## src/rtl/uart_pkg.sv

```systemverilog
// uart_pkg -- constants shared by the UART RX/TX blocks and their benches.
//   BPS_FULL / BPS_HALF : baud counter terminal / mid-bit values (9600 bps @ 50 MHz)
//   ST_*                : RX sequencer state encodings (binary)
//   rx_counting()       : states in which the baud generator must run
package uart_pkg;

  localparam int BPS_FULL = 5208;
  localparam int BPS_HALF = 2604;

  localparam logic [2:0] ST_IDLE   = 3'd0;
  localparam logic [2:0] ST_START  = 3'd1;
  localparam logic [2:0] ST_DATA   = 3'd2;
  localparam logic [2:0] ST_PARITY = 3'd3;
  localparam logic [2:0] ST_STOP   = 3'd4;
  localparam logic [2:0] ST_DONE   = 3'd5;

  function automatic logic rx_counting(input logic [2:0] st);
    return (st == ST_START) || (st == ST_DATA) || (st == ST_PARITY) || (st == ST_STOP);
  endfunction

endpackage

```

## src/rtl/rx_h2l_detect.sv

```systemverilog
// rx_h2l_detect -- brings the raw RX pin into the CLK domain and flags
// high-to-low transitions.
//   CLK, RSTn : clock, async active-low reset
//   Pin_In    : raw serial line (asynchronous)
//   Pin_Sync  : synchronised line level
//   H2L_Sig   : 1 for one cycle after the synchronised line falls
module rx_h2l_detect (
  input  logic CLK,
  input  logic RSTn,
  input  logic Pin_In,
  output logic H2L_Sig,
  output logic Pin_Sync
);

  logic [1:0] sync_q;
  logic       prev_q;

  // Reset to the idle-high level so leaving reset never looks like a start edge.
  always_ff @(posedge CLK or negedge RSTn) begin
    if (!RSTn) begin
      sync_q <= 2'b11;
      prev_q <= 1'b1;
    end else begin
      sync_q <= {sync_q[0], Pin_In};
      prev_q <= sync_q[1];
    end
  end

  assign Pin_Sync = sync_q[1];
  assign H2L_Sig  = prev_q & ~sync_q[1];

endmodule

```

## src/rtl/uart_rx_ctrl.sv

```systemverilog
// uart_rx_ctrl -- UART receive sequencer. Detects a start edge, runs the peer
// baud generator via Count_Sig, samples one bit per BPS_CLK strobe and
// assembles start / data (LSB first) / optional parity / stop.
//   CLK, RSTn   : clock, async active-low reset
//   RX_Pin_In   : raw serial line, idle high
//   Rx_En_Sig   : accept new frames (checked only at the start edge)
//   BPS_CLK     : mid-bit strobe from the baud generator
//   Count_Sig   : run request to the baud generator
//   Rx_Data     : last received data word
//   Rx_Done_Sig : one-cycle frame-complete pulse
//   Frame_Err   : stop bit was 0 (held until next done)
//   Parity_Err  : parity mismatch (held until next done)
module uart_rx_ctrl
  import uart_pkg::*;
#(
  parameter int DATA_BITS  = 8,
  parameter int PARITY_EN  = 0,
  parameter int PARITY_ODD = 0
) (
  input  logic                 CLK,
  input  logic                 RSTn,
  input  logic                 RX_Pin_In,
  input  logic                 Rx_En_Sig,
  input  logic                 BPS_CLK,
  output logic                 Count_Sig,
  output logic [DATA_BITS-1:0] Rx_Data,
  output logic                 Rx_Done_Sig,
  output logic                 Frame_Err,
  output logic                 Parity_Err
);

  localparam logic [2:0] LAST_BIT = 3'(DATA_BITS - 1);
  localparam logic       PAR_ON   = (PARITY_EN != 0);
  localparam logic       PAR_ODD  = (PARITY_ODD != 0);

  logic                 h2l;
  logic                 pin_sync;
  logic [2:0]           state;
  logic [2:0]           bit_cnt;
  logic [DATA_BITS-1:0] shift_q;
  logic                 perr_q;

  rx_h2l_detect u_h2l (
    .CLK      (CLK),
    .RSTn     (RSTn),
    .Pin_In   (RX_Pin_In),
    .H2L_Sig  (h2l),
    .Pin_Sync (pin_sync)
  );

  always_ff @(posedge CLK or negedge RSTn) begin
    if (!RSTn) begin
      state       <= ST_IDLE;
      Count_Sig   <= 1'b0;
      bit_cnt     <= 3'd0;
      shift_q     <= '0;
      perr_q      <= 1'b0;
      Rx_Data     <= '0;
      Rx_Done_Sig <= 1'b0;
      Frame_Err   <= 1'b0;
      Parity_Err  <= 1'b0;
    end else begin
      Rx_Done_Sig <= 1'b0;
      case (state)
        ST_IDLE: begin
          if (h2l && Rx_En_Sig) begin
            state     <= ST_START;
            Count_Sig <= 1'b1;
          end
        end
        ST_START: begin
          if (BPS_CLK) begin
            // A line already back high at mid start bit was noise: drop it quietly.
            if (pin_sync) begin
              state     <= ST_IDLE;
              Count_Sig <= 1'b0;
            end else begin
              state   <= ST_DATA;
              bit_cnt <= 3'd0;
            end
          end
        end
        ST_DATA: begin
          if (BPS_CLK) begin
            // Wire order is LSB first, so after DATA_BITS shifts bit 0 holds the first sample.
            shift_q <= {pin_sync, shift_q[DATA_BITS-1:1]};
            bit_cnt <= bit_cnt + 3'd1;
            if (bit_cnt == LAST_BIT)
              state <= PAR_ON ? ST_PARITY : ST_STOP;
          end
        end
        ST_PARITY: begin
          if (BPS_CLK) begin
            perr_q <= (^{shift_q, pin_sync}) ^ PAR_ODD;
            state  <= ST_STOP;
          end
        end
        ST_STOP: begin
          // Outputs load here so they are already valid while Rx_Done_Sig is high in DONE.
          if (BPS_CLK) begin
            Rx_Data     <= shift_q;
            Frame_Err   <= ~pin_sync;
            Parity_Err  <= PAR_ON & perr_q;
            Rx_Done_Sig <= 1'b1;
            Count_Sig   <= 1'b0;
            state       <= ST_DONE;
          end
        end
        ST_DONE: begin
          state <= ST_IDLE;
        end
        default: begin
          state     <= ST_IDLE;
          Count_Sig <= 1'b0;
        end
      endcase
    end
  end

endmodule

```

## config.mk

```make
export PLATFORM = sky130hd
export DESIGN_NAME = uart_rx_ctrl
export DESIGN_NICKNAME = d
export VERILOG_FILES = /design/src/rtl/uart_pkg.sv /design/src/rtl/rx_h2l_detect.sv /design/src/rtl/uart_rx_ctrl.sv
export SDC_FILE = /design/constraint.sdc
export NUM_CORES = 1
export LEC_CHECK = 0
export CELL_PAD_IN_SITES_DETAIL_PLACEMENT = 1
export CELL_PAD_IN_SITES_GLOBAL_PLACEMENT = 1
export CORE_AREA = 5 5 61 63
export CTS_BUF_LIST = sky130_fd_sc_hd__clkbuf_4 sky130_fd_sc_hd__clkbuf_8 sky130_fd_sc_hd__clkbuf_16
export DETAILED_ROUTE_END_ITERATION = 7
export DIE_AREA = 0 0 66 68
export GPL_TIMING_DRIVEN = 0
export PLACE_DENSITY_LB_ADDON = 0.1
export SLEW_MARGIN = 30
export SYNTH_ARGS = -nofsm -noshare
export SYNTH_HDL_FRONTEND = slang
export SYNTH_SLANG_ARGS = --single-unit
```

## constraint.sdc

```tcl
create_clock -name CLK -period 1.8 [get_ports CLK]
set_input_delay 0.36 -clock CLK [delete_from_list [all_inputs] [get_ports CLK]]
set_output_delay 0.36 -clock CLK [all_outputs]
set_load 0.01 [all_outputs]
```

# Word level (Yosys, flattened, before mapping)
# Cells that the tools add are included.
word_totals:
  output_inout_bits: 12
  register_bits: 28
  word_cells: 55
op_classes:
  reduce_logical: 9
  muxes: 19
  n_addsub: 1
  n_eq_ne: 14
  n_bitwise: 3
ops:
  columns: ["operator", "n"]
  rows:
  - ["3-bit two-way mux", 9]
  - ["3-bit case mux with 5 select lines", 1]
  - ["2-bit != test, second input constant", 7]
  - ["3-bit == test, second input constant", 3]
  - ["3-bit by 2-bit == test with 1-bit output, second input constant", 2]
  - ["1-bit two-way mux", 6]
  - ["3-bit case mux with 2 select lines", 1]
  - ["6-bit AND reduction", 1]
  - ["5-bit AND reduction", 1]
  - ["1-bit case mux with 4 select lines", 1]
  - ["2-bit AND reduction", 2]
  - ["4-bit AND reduction", 1]
  - ["3-bit by 1-bit adder with 3-bit output, second input constant", 1]
  - ["3-bit by 1-bit == test with 1-bit output, second input constant", 1]
  - ["3-bit logical NOT", 1]
  - ["3-bit OR reduction", 1]
  - ["2-bit two-way mux", 1]
  - ["2-bit by 1-bit != test with 1-bit output, second input constant", 1]
  - ["1-bit NOT", 2]
  - ["2-bit nonzero test", 1]
  - ["1-bit AND", 1]
  - ["1-bit logical AND", 1]

# Longest topological paths before layout
# Gate-level depths: netlist of the first run.
depth:
  word_depth: 5
  ltp_mapped: 5
  depth_no_buf: 5

# Hierarchy
# Synthesis of the first run repeated with hierarchy kept, for this count alone.
hier_totals:
  hier_cells: 85
  area_unflattened_um2: 1271.2
by_module_without_submodules:
  columns: ["mod", "seq_area_each_um2", "instances", "cells_per_inst", "area_per_inst_um2"]
  rows:
  - ["uart_rx_ctrl", 625.6, 1, 81, 1178.6]
  - ["rx_h2l_detect", 78.8, 1, 4, 92.6]

# Worst setup path before layout of the first run
# Ideal clock, no wire load.
synth_timing:
  kind: "register to register"
  from: "register state[1]"
  to: "register Rx_Data[1]"
  stages_incl_launch_ff: 6
  period_less_slack_ps: 1336
  setup_time_ps: 125
  arrival_ps: 1211
  slack_ps: 464
  n_path_buf: 2
  required_time_ps: 1675
  path_cell_list: "dfrtp_1 buf_6 nor2_4 and3_4 buf_6 mux2_4"
synth_between:
  elab_chain_cells: 2
synth_rtl:
  columns: ["element", "line_no", "source"]
  rows:
  - ["start, declared", "uart_rx_ctrl.sv:38", "logic [2:0] state;"]
  - ["start signal, assigned", "uart_rx_ctrl.sv:89", "state <= PAR_ON ? ST_PARITY : ST_STOP;"]
  - ["3-bit == test", "uart_rx_ctrl.sv:64", "case (state)"]
  - ["2-bit AND reduction (no line)", null, null]
  - ["end signal, assigned", "uart_rx_ctrl.sv:101", "Rx_Data <= shift_q;"]
  - ["end, declared", "uart_rx_ctrl.sv:26", "output logic [DATA_BITS-1:0] Rx_Data,"]
# No other way between the ends.
# A chain may end at the register's enable or synchronous reset.

# Worst setup path in the final report of the first run
layout_timing:
  from: "register Frame_Err"
  to: "output Frame_Err"
layout_rtl:
  columns: ["element", "line_no", "source"]
  rows:
  - ["start, declared", "uart_rx_ctrl.sv:28", "output logic Frame_Err,"]
  - ["start signal, assigned", "uart_rx_ctrl.sv:102", "Frame_Err <= ~pin_sync;"]
# No word-level cell between the ends.

==> results.md, run 1 <==
* Worst path slowest cell: clkdlybuf4s50_1
* Psw at 0.641 mW
* Post-CTS Setup Repair Bufs at 0
* N_diodes at 0
* Grt ovf at 0
* CP Class: reg2out
* Num CTS Buffers at 3
* Die Span Y at 68 um
* Wirelength per Cell at 14.5 um
* Cts repair resizes at 0
* Setup Skew at 0.00723 ns
* Initial DRC Count at 18
* Worst R2R End: Rx_Data[5]
* Max incr delay on CP at 0.54 ns
* Synth Area per Inst at 11.5 um2
* CTS Hold Bufs at 0
* Internal power at 1.36 mW
* Final RePlAce weighted congestion at 0.761
* Pleak at 0.705 nW
* Worst EP required at 1.44 ns
* Synthesized flop and latch total at 28
* Sw frac at 32.0%
* Max Buffers Root-to-Sink at 2
* Clk sinks at 28
* Hold Crit Class: in2async
* H-Tree Depth at 1
* Crit-path cells: clkdlybuf4s50_1
* Ports at 17
* Synth warn at 0
* CP endpoint kind: output port
* Combinational power share at 32.6%
* Fin. Hold Viols at 0
* Overall die area at 4490 um2
* Vias/cell at 4.80
* Rows at 21
* TritonRoute pass-1 iters at 3
* Routed vias at 821
* Synthesized area at 1230 um2
* Worst Tran Pin Value at 0.615 ns
* Clk slew on worst S/H paths at 0.16 ns
* CP Launch Type: flip-flop
* Area occupied by multi-input gates at 465 um2
* Final setup violation count at 0
* GRT Resource Usage Total at 12.8%
* Clock Latency Late Sink at 0.34 ns
* First-pass GRT wire length at 4170 um
* Clock power share at 21.2%
* Worst-case reg-to-reg path depth at 5
* Core Footprint at 3180 um2
* Register area share after synthesis at 57.1%
* Setup TNS at 0 ns
* Synth unique cells at 32
* Worst R2R Start: state[1]
* CP bufs+invs at 1
* Largest net degree at the start of global routing at 29
* Die W at 66 um
* Number of global-route vias before repair at 871
* WP data arrival at 1.28 ns
* DRC at 0
* Final Total Pwr at 2.00 mW
* Max Slew Vio Count at 0
* Reg2reg setup slack at 0.35 ns
* Fraction of layout cells with a size suffix above 1 at 21.6%
* Layout area overhead at 19.9%
* Crit path max-delay family: buffers and inverters
* Detail Route Antenna Nets at 0
* Most common cell after layout, fill and taps aside: nand2_1
* Final wirelength at 2480 um
* Storage element area at 704 um2
* Outcome: finished, final reports clean
* Seq pwr share at 46.2%
* Port bufs at 14
* Starting Density at 38.8%
* Power Dens Cells at 1360 nW/um2
* Maxcap violations at 0
* Fillers at 353
* Clock tree from TritonCTS: yes
* Fin nets at 133
* Initial antenna violation count at 0
* Slew headroom at 59.0%
* Syn Inst Count at 107
* HPWL Detailed at 1720 um
* Worst VDD drop at 0.000540 V
* Post-route minimum period at 1.64 ns
* Achievable frequency at 611 MHz
* RSZ-0062 raised after global routing: false
* Clock tree root buffer cell: clkbuf_4
* Max FO, Critical Path at 2
* Commonest cells after routing, fill and taps aside: nand2_1, dfrtp_1, clkdlybuf4s50_1
* Synthesized Nets at 114
* Period utilization at 90.9%
cells in the mapped netlist:
library cell | number | area share (%)
a32oi_1 | 1 | 0.71
nand3_1 | 1 | 0.41
o21ai_0 | 4 | 1.6
inv_1 | 1 | 0.30
or4b_4 | 1 | 1.1
conb_1 | 1 | 0.30
a211oi_1 | 1 | 0.61
nor2b_1 | 1 | 0.51
and3b_1 | 2 | 1.4
nand4bb_1 | 1 | 0.91
or2b_1 | 1 | 0.61
mux2i_1 | 1 | 0.81
o21bai_1 | 1 | 0.61
nor4bb_1 | 1 | 0.81
mux2_4 | 7 | 8.5
nor2_4 | 1 | 0.91
nor2_1 | 3 | 0.91
nand2_1 | 30 | 9.1
buf_6 | 2 | 1.8
ha_1 | 2 | 2.0
nor3_1 | 1 | 0.41
buf_2 | 1 | 0.41
buf_4 | 3 | 1.8
dfrtp_1 | 25 | 51
and3_4 | 1 | 0.91
a221oi_1 | 1 | 0.71
mux2_2 | 1 | 0.91
nand3b_1 | 1 | 0.61
dfstp_2 | 3 | 6.4
o22ai_1 | 2 | 1.0
clkbuf_2 | 2 | 0.81
a21oi_1 | 3 | 1.2
per-layer routing:
| layer | wire, um | vias to the layer above | global-route usage, % |
|---|---|---|---|
| li1 | - | 393 | - |
| met1 | 1100 | 414 | 14.2 |
| met2 | 1280 | 10 | 23.2 |
| met3 | 74 | 4 | 3.78 |
| met4 | 27 | 0 | 4.57 |
| met5 | 0 | - | 0 |
area by class of cell:
| class | count | area share [%] |
|---|---|---|
| multi-input combinational | 70 | 31.5 |
| inverter | 1 | 0.254 |
| buffer | 8 | 4.06 |
| clock inverter | 1 | 2.03 |
| clock buffer | 3 | 1.52 |
| timing repair buffer | 14 | 9.14 |
| sequential | 28 | 47.6 |
| tap | 46 | 3.89 |
worst max path at each step:
stage | start | end | slack (ns) | depth (start not counted)
after CTS | Frame_Err | Frame_Err | 0.15 | 1
after floorplan | state[1] | Rx_Data[1] | 0.46 | 5
final | Frame_Err | Frame_Err | 0.16 | 1
after global routing | Count_Sig | Count_Sig | 0.08 | 1
after global placement | RSTn | Rx_Data[6] | -0.11 | 1
after detailed placement | state[1] | Rx_Data[5] | 0.37 | 5
cell families (layout without fill, tap and decap cells):
kind of cell / after synthesis / count (layout) / share of synthesized area [%]
AO/OA/AOI/OAI: 13 / 13 / 6.49
adder cells (fa/ha/maj): 2 / 2 / 2.03
buffers and inverters: 9 / 27 / 5.17
flip-flops: 28 / 28 / 57.1
multiplexers: 9 / 9 / 10.2
other: 1 / 1 / 0.304
AND/OR/NAND/NOR: 45 / 45 / 18.7
power by group through the flow:
stage | registers [mW] | clock network [mW] | logic [mW]
2_1_floorplan | 0.935 | 0 | 0.417
3_3_place_gp | 0.930 | 0 | 0.633
3_5_place_dp | 0.941 | 0 | 0.665
4_1_cts | 0.929 | 0.431 | 0.669
5_1_grt | 0.958 | 0.467 | 0.734
6_report | 0.927 | 0.425 | 0.653
metrics by stage:
step                      utilization (%)  std cells  cell area (um2)  setup slack (ns)  hold slack, ns
final                                46.5        171             1480             0.164         0.00284
after global routing                 46.5        171             1480            0.0755          0.0468
after CTS                            46.5        171             1480             0.149          0.0348
after detailed placement             44.9        167             1430             0.365           0.350
after global placement               45.0        167             1430            -0.111           0.347
after floorplan                         -        107             1230             0.464          0.0644
state kept, by name, summed over array words and instances (netlist names):
name,cells
Frame_Err,1
state,3
bit_cnt,3
Rx_Data,8
u_h2l.sync_q,2
shift_q,8
Rx_Done_Sig,1
Count_Sig,1
u_h2l.prev_q,1
No activity file was read; power rests on OpenSTA's default activity.
==> run 2, diff against run 1 <==
--- a/config.mk
+++ b/config.mk
@@ -12,6 +12,7 @@
 export DETAILED_ROUTE_END_ITERATION = 7
 export DIE_AREA = 0 0 66 68
 export GPL_TIMING_DRIVEN = 0
+export HOLD_SLACK_MARGIN = 0.1
 export PLACE_DENSITY_LB_ADDON = 0.1
 export SLEW_MARGIN = 30
 export SYNTH_ARGS = -nofsm -noshare
==> results.md, run 2 (synthesis results as in run 1) <==
* Fin. Hold Viols at 0
* Grt ovf at 0
* Fillers at 352
* Clock tree root buffer cell: clkbuf_4
* Most common cell after layout, fill and taps aside: nand2_1
* Final wirelength at 2490 um
* Fraction of layout cells with a size suffix above 1 at 21.4%
* Worst-case reg-to-reg path depth at 5
* Num CTS Buffers at 3
* Storage element area at 704 um2
* Core Footprint at 3180 um2
* Max FO, Critical Path at 2
* Post-route minimum period at 1.63 ns
* Layout area overhead at 20.7%
* H-Tree Depth at 1
* CP bufs+invs at 1
* Slew headroom at 58.9%
* TritonRoute pass-1 iters at 3
* Area occupied by multi-input gates at 465 um2
* Maxcap violations at 0
* Starting Density at 38.8%
* Pleak at 0.709 nW
* Ports at 17
* GRT Resource Usage Total at 12.8%
* Sw frac at 31.9%
* Min-Delay Startpoint: u_h2l.sync_q[0]
* Clock tree from TritonCTS: yes
* Clock power share at 21.1%
* Detail Route Antenna Nets at 0
* Reg2reg setup slack at 0.35 ns
* Hold Crit Class: reg2reg
* Fin util at 46.8%
* Port bufs at 14
* CP endpoint kind: output port
* Commonest cells after routing, fill and taps aside: nand2_1, dfrtp_1, clkdlybuf4s50_1
* Final RePlAce weighted congestion at 0.761
* Achievable frequency at 613 MHz
* Initial DRC Count at 20
* First-pass GRT wire length at 4200 um
* Largest regs: Rx_Data x8, shift_q x8
* CP Class: reg2out
* Final worst slack at 0.168 ns
* Max incr delay on CP at 0.54 ns
* Worst VDD drop at 0.000538 V
* Worst EP required at 1.44 ns
* Clk sinks at 28
* Number of global-route vias before repair at 879
* WHS Endpoint: u_h2l.sync_q[1]
* Clock Latency Late Sink at 0.33 ns
* Clk slew on worst S/H paths at 0.16 ns
* Cells after DPL at 167
* Crit path from: Frame_Err
* Worst Tran Pin Value at 0.617 ns
* WP data arrival at 1.27 ns
* Vias/cell at 4.79
* Power Dens Cells at 1350 nW/um2
* Initial antenna violation count at 0
* Rows at 21
* RSZ-0062 raised after global routing: false
* Largest net degree at the start of global routing at 29
* Seq pwr share at 46.2%
* Outcome: finished, final reports clean
* Hold path depth at 0
* Max Slew Vio Count at 0
* Wirelength per Cell at 14.5 um
* DP Area at 1430 um2
* CTS Hold Bufs at 1
* Worst R2R Start: state[1]
* Final setup violation count at 0
* Design area at 1490 um2
* DRC at 0
* Overall die area at 4490 um2
* Max Buffers Root-to-Sink at 2
* Crit-path cells: clkdlybuf4s50_1
* Die Span Y at 68 um
* Crit path max-delay family: buffers and inverters
* Setup Skew at 0.00522 ns
* N_diodes at 0
* CP Launch Type: flip-flop
* Die W at 66 um
* Pre-CTS WS at 0.365 ns
* Psw at 0.638 mW
* HPWL Detailed at 1720 um
* Internal power at 1.37 mW
* Cts repair resizes at 0
* Period utilization at 90.7%
* Routed vias at 824
* Non-Filler Instances at 172
* Worst R2R End: Rx_Data[5]
* Fin nets at 134
* Worst path slowest cell: clkdlybuf4s50_1
* Post-CTS Setup Repair Bufs at 0
* Combinational power share at 32.7%
==> run 2: cell types whose count changed in the layout (fill, tap and decap cells not counted) <==
cell | previous run | this run
dlygate4sd3_1 | 0 | 1
==> run 2: power groups by stage <==
stage,sequential (mW),combinational [mW],clock [mW]
after global routing,0.958,0.736,0.467
final,0.927,0.654,0.423
after global placement,0.930,0.633,0
after detailed placement,0.941,0.665,0
after floorplan,0.935,0.417,0
after CTS,0.929,0.670,0.431
==> run 2: final cells by class <==
type / instances / area share [%]
repair buffers: 15 / 9.75
multi-input cells: 70 / 31.3
clock inverters: 1 / 2.02
flip-flops and latches: 28 / 47.3
well taps: 46 / 3.87
plain buffers: 8 / 4.03
inverters: 1 / 0.252
clock buffers: 3 / 1.51
==> run 2: per-stage QoR <==
step                setup TNS (ns)  power [mW]  hold slack [ns]
CTS                              0        2.03            0.371
floorplan                        0        1.35           0.0644
global route                     0        2.16            0.370
global placement             -2.75        1.56            0.347
detailed placement               0        1.61            0.350
finish                           0        2.00            0.372
==> run 2: layer usage <==
layer | up-vias | track usage, % | wire length (um)
met1 | 415 | 14.3 | 1100
li1 | 395 | - | -
met4 | 0 | 4.57 | 27
met5 | - | 0 | 0
met2 | 10 | 23.4 | 1290
met3 | 4 | 3.61 | 70
==> run 2: how the worst max path moves through the flow <==
| stage | cells after the start | slack, ns | endpoint |
|---|---|---|---|
| finish | 1 | 0.17 | Frame_Err |
| global route | 1 | 0.08 | Count_Sig |
| CTS | 1 | 0.15 | Frame_Err |
| detailed placement | 5 | 0.37 | Rx_Data[5] |
| global placement | 1 | -0.11 | Rx_Data[6] |
| floorplan | 5 | 0.46 | Rx_Data[1] |
==> run 3, diff against run 2 <==
--- a/config.mk
+++ b/config.mk
@@ -5,6 +5,7 @@
 export SDC_FILE = /design/constraint.sdc
 export NUM_CORES = 1
 export LEC_CHECK = 0
+export ABC_AREA = 1
 export CELL_PAD_IN_SITES_DETAIL_PLACEMENT = 1
 export CELL_PAD_IN_SITES_GLOBAL_PLACEMENT = 1
 export CORE_AREA = 5 5 61 63
==> results.md, run 3 <==
* Outcome: finished, final reports clean
* Dominant cell type by area after synthesis: dfrtp_1
* Worst Tran Pin Value at 0.610 ns
* Final wirelength at 2350 um
* Clock Latency Late Sink at 0.33 ns
* M1 GR Usage at 15.2%
* Worst R2R Start: state[0]
* DP Area at 1430 um2
* Rows at 21
* Clock power share at 13.8%
* HPWL Detailed at 1710 um
* N_diodes at 0
* Xor and xnor fraction of the mapped netlist area at 0%
* Layout area overhead at 20.2%
* Final setup violation count at 0
* Psw at 0.874 mW
* Vias/cell at 4.53
* CP Class: reg2out
* Detail Route Antenna Nets at 0
* Period utilization at 90.6%
* CP endpoint kind: output port
* WP data arrival at 1.27 ns
* Syn Inst Count at 125
* Most frequent cell after synthesis: nand2_1
* Sw frac at 37.7%
* TritonRoute pass-1 iters at 2
* Max Slew Vio Count at 0
* M3 GR Usage at 2.46%
* Pleak at 0.720 nW
* Fin util at 46.5%
* Synth warn at 0
* Clk slew on worst S/H paths at 0.15 ns
* Worst VDD drop at 0.000627 V
* Async SR Flop Fraction at 100%
* Power Dens Cells at 1570 nW/um2
* Post-synthesis mux area share at 0%
* Most common flop cell mapped by yosys: dfrtp_1
* Port bufs at 15
* Setup Skew at 0.00222 ns
* Initial DRC Count at 31
* Final RePlAce weighted congestion at 0.731
* Pre-CTS WS at 0.0901 ns
* Max incr delay on CP at 0.55 ns
* Achievable frequency at 613 MHz
* Largest family of logic cells by synthesized area: simple AND/OR/NAND/NOR gates
* Largest regs: Rx_Data x8, shift_q x8
* Fin. Hold Viols at 0
* Worst EP required at 1.44 ns
* Grt ovf at 0
* Clock tree from TritonCTS: yes
* Max FO, Critical Path at 2
* Area contributors post-synth: dfrtp_1, nand2_1, dfstp_2, o21ai_2, nand3_1
* Post-synthesis adder-cell area fraction at 2.03%
* Clock tree root buffer cell: clkbuf_4
* Post-synth EDFFs at 0
* Met2 usage at 20.8%
* Crit path max-delay family: buffers and inverters
* Post-synth top cells: nand2_1, dfrtp_1, inv_1, nand3_1, o21ai_2
* Routed vias at 866
* Synth unique cells at 24
* Crit-path cells: clkdlybuf4s50_1
* First-pass GRT wire length at 4190 um
* Combinational power share at 41.6%
* Yosys top cell area share at 50.9%
* Num CTS Buffers at 3
* Non-Filler Instances at 191
* CP bufs+invs at 1
* Final Total Pwr at 2.32 mW
* Min-Delay Startpoint: u_h2l.sync_q[0]
* Crit path from: Rx_Data[7]
* Compound-cell area share of the yosys netlist at 10.5%
* Synthesized area at 1230 um2
* DRC at 0
* Initial antenna violation count at 0
* Ports at 17
* Final worst slack at 0.169 ns
* Synth Area per Inst at 9.84 um2
* RSZ-0062 raised after global routing: false
* Die W at 66 um
* Fraction of layout cells with a size suffix above 1 at 20.7%
* Synthesized Nets at 132
* Worst path slowest cell: clkdlybuf4s50_1
* Hold Crit Class: reg2reg
* Largest net degree at the start of global routing at 29
* Max Buffers Root-to-Sink at 2
* Simple-Gate Fraction of Synth Area at 22.7%
* Number of global-route vias before repair at 919
* Register area share after synthesis at 57.3%
* Busiest grt layer: met2
* Reg2reg setup slack at 0.49 ns
* Internal power at 1.44 mW
* Design area at 1480 um2
* Wirelength per Cell at 12.3 um
* H-Tree Depth at 1
* Fin nets at 153
* Maxcap violations at 0
* Cells after DPL at 186
* Overall die area at 4490 um2
* Slew headroom at 59.3%
* Starting Density at 38.7%
* Seq pwr share at 44.6%
* Die Span Y at 68 um
* Clk sinks at 28
* Most common cell after layout, fill and taps aside: nand2_1
* GRT Resource Usage Total at 12.1%
* Post-route minimum period at 1.63 ns
* Commonest cells after routing, fill and taps aside: nand2_1, dfrtp_1, clkdlybuf4s50_1
* CP Launch Type: flip-flop
* Core Footprint at 3180 um2
* Synthesized flop and latch total at 28
## run 3: through the flow
| stage | hold slack [ns] | TNS [ns] |
|---|---|---|
| 2_1_floorplan | 0.0644 | 0 |
| 3_3_place_gp | 0.347 | -1.96 |
| 3_5_place_dp | 0.348 | 0 |
| 4_1_cts | 0.369 | 0 |
| 5_1_grt | 0.372 | 0 |
| 6_report | 0.367 | 0 |
## run 3: worst paths after layout
check                           depth (start not counted)              end
worst max-delay path                                    1       Rx_Data[7]
worst min-delay path                                    0  u_h2l.sync_q[1]
worst max register to register                          6       shift_q[1]
worst min register to register                          0  u_h2l.sync_q[1]
max in group asynchronous                               2         state[1]
min in group asynchronous                               2      Rx_Done_Sig
## run 3: layout make-up
cell class | count | area [um2]
multi-input combinational | 80 | 437
tap | 46 | 57.6
clock buffer | 4 | 36.3
sequential | 28 | 704
buffer | 3 | 33.8
inverter | 14 | 55.1
timing repair buffer | 16 | 155
fill | 374 | 1700
## run 3: cells by family (layout without fill, tap and decap cells)
family	after synthesis	after routing
AOI/OAI and AO/OA	19	19
buffers and inverters	17	37
and+or+nand+nor	58	58
adders and majority gates	2	2
DFF	28	28
other	1	1
## run 3: timing repair
action / in CTS / in global routing
buffers inserted: 0 / 0
hold buffers: 1 / 0
endpoints found under the setup margin: 0 / 0
hold endpoints to repair: 25 / 0
gates resized for setup: 0 / 0
## run 3: power groups by stage
stage / Sequential [mW] / Clock [mW] / Combinational, mW
final: 1.03 / 0.319 / 0.965
after global routing: 1.07 / 0.358 / 1.10
after CTS: 1.03 / 0.335 / 0.987
after detailed placement: 1.05 / 0 / 0.981
after global placement: 1.03 / 0 / 0.966
after floorplan: 1.07 / 0 / 0.577
## run 3: routing by layer
metal	wire length (um)	vias to the layer above
met2	1120	11
li1	-	436
met4	8	0
met3	75	2
met1	1150	417
met5	0	-
